**config.mk**
```make
export PLATFORM = sky130hd
export DESIGN_NAME = load_store_unit
export DESIGN_NICKNAME = d
export VERILOG_FILES = /design/src/rtl/load_store_unit.sv
export SDC_FILE = /design/constraint.sdc
export NUM_CORES = 1
export LEC_CHECK = 0
export CORE_UTILIZATION = 33
export CTS_CLUSTER_DIAMETER = 40
export DETAILED_ROUTE_END_ITERATION = 6
export GPL_ROUTABILITY_DRIVEN = 0
export PLACE_DENSITY = 0.71
export SLEW_MARGIN = 0
export SYNTH_ARGS = -nofsm -noshare
export SYNTH_HDL_FRONTEND = slang
export SYNTH_SLANG_ARGS = --single-unit
```
**constraint.sdc**
```tcl
create_clock -name CLK -period 2.67 [get_ports CLK]
set_clock_uncertainty 0.05 [all_clocks]
set_input_delay 0.4005 -clock CLK [delete_from_list [all_inputs] [get_ports CLK]]
set_output_delay 0.4005 -clock CLK [all_outputs]
set_load 0.005 [all_outputs]
```
**src/rtl/load_store_unit.sv**
```systemverilog
// Load/store unit: the only master of a word-wide data memory.
// Accepts one request at a time, does lane extraction and extension for
// loads, read-modify-write for sub-word stores, and flags misaligned or
// illegal-size accesses without touching memory.
module load_store_unit #(
  parameter int ADDR_W = 12,
  parameter int DATA_W = 32
) (
  input  logic              CLK,
  input  logic              RSTn,
  input  logic              req_valid,
  output logic              req_ready,
  input  logic              req_we,
  input  logic [1:0]        req_size,
  input  logic              req_signed,
  input  logic [ADDR_W-1:0] req_addr,
  input  logic [DATA_W-1:0] req_wdata,
  output logic              resp_valid,
  output logic [DATA_W-1:0] resp_rdata,
  output logic              resp_err,
  output logic              mem_re,
  output logic              mem_we,
  output logic [ADDR_W-1:0] mem_ra,
  output logic [ADDR_W-1:0] mem_wa,
  output logic [DATA_W-1:0] mem_wd,
  output logic [1:0]        mem_size,
  input  logic [DATA_W-1:0] mem_rd
);

  typedef enum logic [2:0] {
    S_IDLE, S_RD_ISSUE, S_RD_WAIT, S_WR_ISSUE, S_RESP
  } state_t;

  state_t              state_q, state_d;
  logic                we_q, we_d;
  logic [1:0]          size_q, size_d;
  logic                sgn_q, sgn_d;
  logic [ADDR_W-1:0]   addr_q, addr_d;
  logic [DATA_W-1:0]   wdata_q, wdata_d;
  logic                mem_re_q, mem_re_d;
  logic                mem_we_q, mem_we_d;
  logic [DATA_W-1:0]   mem_wd_q, mem_wd_d;
  logic                resp_valid_q, resp_valid_d;
  logic [DATA_W-1:0]   resp_rdata_q, resp_rdata_d;
  logic                resp_err_q, resp_err_d;

  logic                req_bad;
  logic [4:0]          shamt;
  logic [DATA_W-1:0]   rd_sh, rd_ext, lane_mask, merged;

  // Memory only ever sees word-aligned word accesses.
  assign mem_ra     = {addr_q[ADDR_W-1:2], 2'b00};
  assign mem_wa     = {addr_q[ADDR_W-1:2], 2'b00};
  assign mem_size   = 2'b00;
  assign mem_re     = mem_re_q;
  assign mem_we     = mem_we_q;
  assign mem_wd     = mem_wd_q;
  assign resp_valid = resp_valid_q;
  assign resp_rdata = resp_rdata_q;
  assign resp_err   = resp_err_q;
  assign req_ready  = RSTn && (state_q == S_IDLE);

  // Alignment check on the incoming request; lane datapath on the latched one.
  always_comb begin
    req_bad   = (req_size == 2'd3) ||
                (req_size == 2'd0 && req_addr[1:0] != 2'b00) ||
                (req_size == 2'd1 && req_addr[0]);
    shamt     = {addr_q[1:0], 3'b000};
    rd_sh     = mem_rd >> shamt;
    case (size_q)
      2'd1:    rd_ext = {{16{sgn_q & rd_sh[15]}}, rd_sh[15:0]};
      2'd2:    rd_ext = {{24{sgn_q & rd_sh[7]}},  rd_sh[7:0]};
      default: rd_ext = mem_rd;
    endcase
    lane_mask = ((size_q == 2'd1) ? 32'h0000_FFFF : 32'h0000_00FF) << shamt;
    merged    = (mem_rd & ~lane_mask) | ((wdata_q << shamt) & lane_mask);
  end

  // Next-state and registered-output logic.
  always_comb begin
    state_d      = state_q;
    we_d         = we_q;
    size_d       = size_q;
    sgn_d        = sgn_q;
    addr_d       = addr_q;
    wdata_d      = wdata_q;
    mem_re_d     = 1'b0;
    mem_we_d     = 1'b0;
    mem_wd_d     = mem_wd_q;
    resp_valid_d = 1'b0;
    resp_rdata_d = resp_rdata_q;
    resp_err_d   = resp_err_q;
    case (state_q)
      S_IDLE: if (req_valid) begin
        we_d    = req_we;
        size_d  = req_size;
        sgn_d   = req_signed;
        addr_d  = req_addr;
        wdata_d = req_wdata;
        if (req_bad) begin
          state_d      = S_RESP;
          resp_valid_d = 1'b1;
          resp_err_d   = 1'b1;
          resp_rdata_d = '0;
        end else if (req_we && req_size == 2'd0) begin
          state_d  = S_WR_ISSUE;
          mem_we_d = 1'b1;
          mem_wd_d = req_wdata;
        end else begin
          // Loads and sub-word stores both start with a word read.
          state_d  = S_RD_ISSUE;
          mem_re_d = 1'b1;
        end
      end
      S_RD_ISSUE: state_d = S_RD_WAIT;
      S_RD_WAIT: begin
        if (we_q) begin
          state_d  = S_WR_ISSUE;
          mem_we_d = 1'b1;
          mem_wd_d = merged;
        end else begin
          state_d      = S_RESP;
          resp_valid_d = 1'b1;
          resp_err_d   = 1'b0;
          resp_rdata_d = rd_ext;
        end
      end
      S_WR_ISSUE: begin
        state_d      = S_RESP;
        resp_valid_d = 1'b1;
        resp_err_d   = 1'b0;
        resp_rdata_d = '0;
      end
      S_RESP:  state_d = S_IDLE;
      default: state_d = S_IDLE;
    endcase
  end

  // State and output registers with synchronous active-low reset.
  always_ff @(posedge CLK) begin
    if (!RSTn) begin
      state_q      <= S_IDLE;
      we_q         <= 1'b0;
      size_q       <= 2'd0;
      sgn_q        <= 1'b0;
      addr_q       <= '0;
      wdata_q      <= '0;
      mem_re_q     <= 1'b0;
      mem_we_q     <= 1'b0;
      mem_wd_q     <= '0;
      resp_valid_q <= 1'b0;
      resp_rdata_q <= '0;
      resp_err_q   <= 1'b0;
    end else begin
      state_q      <= state_d;
      we_q         <= we_d;
      size_q       <= size_d;
      sgn_q        <= sgn_d;
      addr_q       <= addr_d;
      wdata_q      <= wdata_d;
      mem_re_q     <= mem_re_d;
      mem_we_q     <= mem_we_d;
      mem_wd_q     <= mem_wd_d;
      resp_valid_q <= resp_valid_d;
      resp_rdata_q <= resp_rdata_d;
      resp_err_q   <= resp_err_d;
    end
  end

endmodule

```
==> summary.md, run 1 <==
| Metric | Value |
|---|---|
| Outcome | `finished clean` |
| Worst R2R Start | `size_q[1]$_SDFFE_PN0P_` |
| EDFF count, synth | `0` |
| Share of cells above drive strength 1 | `0.0603` |
| Cts repair resizes | `0` |
| Vias in the first global route | `around 5.2k` |
| Commonest cells in the netlist | `dfxtp_1, nand2_1, o21ai_0` |
| CTS tree | `yes` |
| Crit path max-delay cell type | `a31oi_1` |
| Post-DR wirelength/cell | `between 15 and 20 µm` |
| Unrepaired setup endpoints after global routing | `false` |
| # fillers | `between 1.5k and 2k` |
| Worst hold path class | `flop to flop` |
| Core Util, Final | `0.467` |
| First-pass GRT wire length | `~30 mm` |
| Post-DP HPWL | `between 10 and 15 mm` |
| WL final | `18.5 mm` |
| Gr ovfl total | `0` |
| Clock slew at reported path FFs | `60 ps` |
| Hold-fix buffers, CTS | `0` |
| Latest clock arrival within the worst-skew pair | `~350 ps` |
| Hold Path End | `resp_rdata[10]$_SDFFE_PN0P_` |
| Worst path cell trace | `inv_1 > ha_1 > buf_4 > mux2_2 > nand3_1 > a31oi_1 > a221o_1` |
| Die X | `131 µm` |
| Critical R2R Capture | `resp_rdata[20]$_SDFFE_PN0P_` |
| Final Worst Setup Slack | `267 ps` |
| Max_cap viols | `0` |
| Layout area overhead | `36.2%` |
| Most frequent cell after synthesis | `dfxtp_1` |
| Leakage power | `between 2 and 3 nW` |
| Max Freq | `between 400 and 500 MHz` |
| Die Area | `~0.017 mm²` |
| Final instance area | `between 0.007 and 0.008 mm²` |
| Avg Cell Area, Syn | `8.34 µm²` |
| Data required time of the worst path | `roughly 2900 ps` |
| Initial antenna violation count | `0` |
| Setup Fix Bufs, Post-CTS | `0` |
| Register bit total from synthesis | `103` |
| FF-to-FF setup slack | `270 ps` |
| Area of the multi-input gates | `between 0.002 and 0.003 mm²` |
| Vias per cell | `5.48` |
| Worst Hold Depth | `1` |
| I/O pin total | `178` |
| Dominant synthesized flop cell | `dfxtp_1` |
| Synth Cell Area | `roughly 0.0055 mm²` |
| CP Capture Type | `flop` |
| Async SR Flop Fraction | `0` |
| Total GRT Usage | `0.215` |
| Row count | `46` |
| Antenna cells | `0` |
| Tcrit/Tclk final | `0.900` |
| Port Buffers | `171` |
| Final antenna-violating net count | `0` |
| Slew @ Worst Pin | `~1200 ps` |
| Final setup vio count | `0` |
| Via count | `5459` |
| Post-DP Area | `0.00721 mm²` |
| Critical path peak fanout | `42` |
| Top cell type's share of synthesized area | `0.373` |
| Min cycle time layout | `around 2400 ps` |
| Hold path startpoint | `resp_rdata[10]$_SDFFE_PN0P_` |
| Register area | `0.00206 mm²` |
| CTS sink cnt | `approximately 100` |
| Pre-CTS setup slack | `between 100 and 150 ps` |
| Critical Path AT | `around 2600 ps` |
| Synthesized instance count | `around 660` |
| CTS Buf Count | `9` |
| Nets@finish | `860` |
| Worst rel slew slack | `0.172` |
| Hold Fails Final Rpt | `0` |
| CTS H-Tree Depth | `3` |
| Initial Util | `0.343` |
| Crit-path max cell delay | `approximately 900 ps` |
| Count of pins over their slew limit | `0` |
| Distinct cells, synth | `between 40 and 50` |
| Max Buffers Root-to-Sink | `2` |
| Setup TNS | `0 ps` |
| Synth area leaders | `dfxtp_1, a221o_1, o211ai_1` |
| Core Area | `about 0.016 mm²` |
| Area leader, netlist | `dfxtp_1` |
| DRT iter0 DRCs | `~560` |
| Die height | `between 100 and 150 µm` |
| Number of iterations in the first detailed-routing pass | `5` |
| Startpoint Class | `flop` |
| Clk root buf | `clkbuf_16` |
| Reg2reg path depth | `7` |
| Largest net degree at the start of global routing | `just under 60` |
| Crit Path Class | `flop to flop` |
| YS warnings | `0` |
| Power density cells | `between 400 and 500 mW/mm²` |
| Sequential share of the synthesized area | `0.373` |
| Worst IR Drop VDD | `roughly 0.30 mV` |
| DRC | `0` |
| Hold_ws | `415 ps` |
## kinds of logic (layout without fill, tap and decap cells)
kind of cell | Yosys count | after routing | synth area share
AND/OR/NAND/NOR | 143 | 143 | 0.124
multiplexers | 11 | 11 | 0.0206
adder cells (fa/ha/maj) | 2 | 2 | 0.00453
other | 1 | 6 | 0.000679
AO/OA/AOI/OAI | 284 | 284 | 0.373
flip-flops | 103 | 103 | 0.373
buffers and inverters | 118 | 231 | 0.103
## critical path: cells and delay by family (launching register included)
family	cells	cell delay [ps]
flops	1	330
mux	1	220
simple gates	1	90
buf+inv	2	400
fa+ha+maj	1	140
compound gates	2	1100
## layout make-up
cell class                      count  area share
Clock buffer                       12      0.0341
Clock inverter                      4     0.00682
Inverter                           22      0.0110
Multi-Input combinational cell    446       0.388
Sequential cell                   103       0.274
Tap cell                          216      0.0359
Timing Repair Buffer              193       0.250
## per-stage QoR
| step | power [W] | std cells |
|---|---|---|
| 5_1_grt | 0.00386 | 996 |
| 3_5_place_dp | 0.00236 | 980 |
| 4_1_cts | 0.00372 | 996 |
| 6_report | 0.00370 | 996 |
| 3_3_place_gp | 0.00236 | 980 |
| 2_1_floorplan | 0.00204 | 667 |
## registers in the layout, indices dropped and copies added, names as in the netlist
register,cells
mem_wd,32
resp_rdata,32
wdata_q,16
addr_q,12
state_q,3
size_q,2
mem_re,1
mem_we,1
resp_err,1
resp_valid,1
sgn_q,1
we_q,1
## layer usage
metal	global-route usage	up-vias	wire [µm]
met1	0.294	2552	8400
met4	0.0704	0	395
met3	0.0529	32	1380
li1	-	2645	-
met2	0.328	230	8290
met5	0	-	0
## worst max path at each step
stage / start / endpoint / slack [ps] / cells after the start
global placement: mem_rd[7] / resp_rdata[30]$_SDFFE_PN0P_ / 200 / 5
global route: size_q[1]$_SDFFE_PN0P_ / resp_rdata[26]$_SDFFE_PN0P_ / 90 / 7
floorplan: req_size[1] / mem_wd[10]$_SDFFE_PN0P_ / 790 / 5
finish: size_q[1]$_SDFFE_PN0P_ / resp_rdata[20]$_SDFFE_PN0P_ / 270 / 7
detailed placement: mem_rd[7] / resp_rdata[29]$_SDFFE_PN0P_ / 130 / 5
CTS: size_q[1]$_SDFFE_PN0P_ / resp_rdata[29]$_SDFFE_PN0P_ / 260 / 7
## layout by cell type (no fill, tap or decap), types with 3 or more instances in the layout
| cell | instances |
|---|---|
| clkdlybuf4s50_1 | 170 |
| dfxtp_1 | 103 |
| nand2_1 | 69 |
| o21ai_0 | 56 |
| o211ai_1 | 40 |
| a221o_1 | 40 |
| a21oi_1 | 37 |
| a21boi_0 | 32 |
| o2bb2ai_1 | 22 |
| inv_1 | 21 |
| nor2_1 | 21 |
| buf_4 | 21 |
| o31ai_1 | 18 |
| nand3_1 | 12 |
| nand2b_1 | 11 |
| o21a_1 | 9 |
| clkbuf_16 | 9 |
| a211o_1 | 8 |
| mux2i_1 | 8 |
| o221ai_1 | 8 |
| nand3b_1 | 8 |
| a221oi_1 | 7 |
| nor2b_1 | 6 |
| conb_1 | 6 |
| mux2_2 | 3 |
## power breakdown
group          switching, W  internal (W)
Clock              0.000589      0.000781
Combinational      0.000378      0.000318
Sequential        0.0000532       0.00159
Total               0.00102       0.00268
No activity file was read; power rests on OpenSTA's default activity.
==> run 2: changes to the inputs <==
PLACE_DENSITY = 0.6   (was 0.71)
==> summary.md, run 2 (synthesized netlist as in run 1, its figures left out) <==
| Metric | Value |
|---|---|
| Critical path peak fanout | `42 (unchanged)` |
| Final Non-Filler Cells | `999 (was 996)` |
| Nets@finish | `864 (was 860)` |
| Max Freq | `397 MHz (was 416 MHz)` |
| Share of cells above drive strength 1 | `0.0626 (was 0.0603)` |
| Die X | `131 µm (unchanged)` |
| Setup TNS | `0 ps (unchanged)` |
| DRT iter0 DRCs | `547 (was 562)` |
| Startpoint Class | `flop (unchanged)` |
| Largest net degree at the start of global routing | `78 (was 58)` |
| Power density cells | `475 mW/mm² (was 492 mW/mm²)` |
| Critical Path AT | `2770 ps (was 2640 ps)` |
| Commonest non-fill, non-tap cells in the layout | `clkdlybuf4s50_1, dfxtp_1, nand2_1 (unchanged)` |
| Vias per cell | `5.65 (was 5.48)` |
| Latest clock arrival within the worst-skew pair | `350 ps (about the same)` |
| WL final | `19.4 mm (was 18.5 mm)` |
| CTS tree | `yes (unchanged)` |
| Initial antenna violation count | `0 (unchanged)` |
| Die height | `131 µm (unchanged)` |
| Antenna cells | `0 (unchanged)` |
| Via count | `5646 (was 5459)` |
| Post-DP HPWL | `14.4 mm (was 13.5 mm)` |
| Hold path startpoint | `RSTn (was resp_rdata[10]$_SDFFE_PN0P_)` |
| FF-to-FF setup slack | `150 ps (was 270 ps)` |
| CTS Buf Count | `9 (unchanged)` |
| Hold Path End | `we_q$_SDFFE_PN0P_ (was resp_rdata[10]$_SDFFE_PN0P_)` |
| Final setup vio count | `0 (unchanged)` |
| Worst hold path class | `primary input to flop (was flop to flop)` |
| Layout area overhead | `35.6% (was 36.2%)` |
| Cts repair resizes | `0 (unchanged)` |
| Gr ovfl total | `0 (unchanged)` |
| Vias in the first global route | `5337 (was 5235)` |
| Tcrit/Tclk final | `0.944 (was 0.900)` |
| Number of iterations in the first detailed-routing pass | `5 (unchanged)` |
| Critical R2R Capture | `resp_rdata[24]$_SDFFE_PN0P_ (was resp_rdata[20]$_SDFFE_PN0P_)` |
| Area of the multi-input gates | `0.00292 mm² (unchanged)` |
| Row count | `46 (unchanged)` |
| Data required time of the worst path | `2920 ps (was 2910 ps)` |
| Worst Hold Depth | `2 (was 1)` |
| I/O pin total | `178 (unchanged)` |
| Leakage power | `2.64 nW (about the same)` |
| Min cycle time layout | `2520 ps (was 2400 ps)` |
| Outcome | `finished clean (unchanged)` |
| Clock slew at reported path FFs | `70 ps (was 60 ps)` |
| CTS sink cnt | `103 (unchanged)` |
| Register area | `0.00206 mm² (unchanged)` |
| DRC | `0 (unchanged)` |
| CP Capture Type | `flop (unchanged)` |
| CTS H-Tree Depth | `3 (unchanged)` |
| Max_cap viols | `0 (unchanged)` |
| Count of pins over their slew limit | `0 (unchanged)` |
| Worst R2R Start | `size_q[0]$_SDFFE_PN0P_ (was size_q[1]$_SDFFE_PN0P_)` |
| Port Buffers | `171 (unchanged)` |
| Core Area | `0.0161 mm² (unchanged)` |
| # fillers | `1557 (was 1564)` |
| Slew @ Worst Pin | `1310 ps (was 1240 ps)` |
| Hold-fix buffers, CTS | `0 (unchanged)` |
| Hold Fails Final Rpt | `0 (unchanged)` |
| First-pass GRT wire length | `30.2 mm (was 29.2 mm)` |
| Max Buffers Root-to-Sink | `2 (unchanged)` |
| Reg2reg path depth | `6 (was 7)` |
| Dpl cells | `984 (was 980)` |
| Total GRT Usage | `0.222 (was 0.215)` |
| Setup Fix Bufs, Post-CTS | `0 (unchanged)` |
| Unrepaired setup endpoints after global routing | `false (unchanged)` |
| Final antenna-violating net count | `0 (unchanged)` |
| Initial Util | `0.343 (unchanged)` |
| Post-DR wirelength/cell | `19.4 µm (was 18.5 µm)` |
| Worst rel slew slack | `0.124 (was 0.172)` |
| Crit Path Class | `flop to flop (unchanged)` |
| Worst IR Drop VDD | `0.300 mV (was 0.298 mV)` |
| Die Area | `0.0173 mm² (unchanged)` |
| Clk root buf | `clkbuf_16 (unchanged)` |
| Commonest non-fill, non-tap cell in the layout | `clkdlybuf4s50_1 (unchanged)` |
## run 2: cell count changes in the layout (fill, tap and decap cells not counted), sizes merged
cell,change
bufinv,-1
clkinv,+3
inv,-1
clkbuf,-1
clkinvlp,-1
buf,+4
## run 2: layout make-up
| type | count | share of cell area |
|---|---|---|
| repair buffers | 197 | 0.254 |
| inverters | 22 | 0.0110 |
| clock inverters | 4 | 0.00317 |
| flip-flops and latches | 103 | 0.275 |
| clock buffers | 11 | 0.0311 |
| well taps | 216 | 0.0361 |
| multi-input cells | 446 | 0.389 |
## run 2: worst max-delay path by stage
stage | startpoint | endpoint | slack (ps) | cells past startpoint
global placement | req_size[1] | mem_wd[14]$_SDFFE_PN0P_ | 240 | 5
detailed placement | mem_rd[7] | resp_rdata[17]$_SDFFE_PN0P_ | 150 | 5
floorplan | req_size[1] | mem_wd[10]$_SDFFE_PN0P_ | 790 | 5
finish | size_q[0]$_SDFFE_PN0P_ | resp_rdata[24]$_SDFFE_PN0P_ | 150 | 6
global route | size_q[1]$_SDFFE_PN0P_ | resp_rdata[29]$_SDFFE_PN0P_ | 20 | 7
CTS | size_q[1]$_SDFFE_PN0P_ | resp_rdata[24]$_SDFFE_PN0P_ | 210 | 7
## run 2: per-stage QoR
step | total power (W) | hold WS (ps) | util | setup WS [ps] | area (µm²)
after floorplan | 0.00204 | 406 | - | 788 | 5540
after global placement | 0.00236 | 399 | 0.449 | 243 | 7230
after detailed placement | 0.00237 | 397 | 0.449 | 145 | 7230
after CTS | 0.00357 | 313 | 0.465 | 213 | 7490
after global routing | 0.00371 | 321 | 0.465 | 22.0 | 7490
final | 0.00356 | 326 | 0.465 | 149 | 7490
## run 2: where the power goes
group | leakage, nW | total (W) | switching [W] | internal, W
sequential | 0.836 | 0.00164 | 0.0000564 | 0.00159
combinational | 1.67 | 0.000702 | 0.000382 | 0.000320
clock | 0.129 | 0.00122 | 0.000591 | 0.000626
## run 2: worst max-delay path, cell delays in order (launching register included)
cell	delay, ps
dfxtp_1	360
ha_1	190
buf_4	370
mux2_2	230
nand3_1	90
a31oi_1	930
a221o_1	230
## run 2: routing by layer
layer,share of wire,wire length (µm),GRT usage
met5,0,0,0
met4,0.019,377,0.0640
met3,0.071,1390,0.0563
met2,0.47,9090,0.364
met1,0.44,8580,0.287
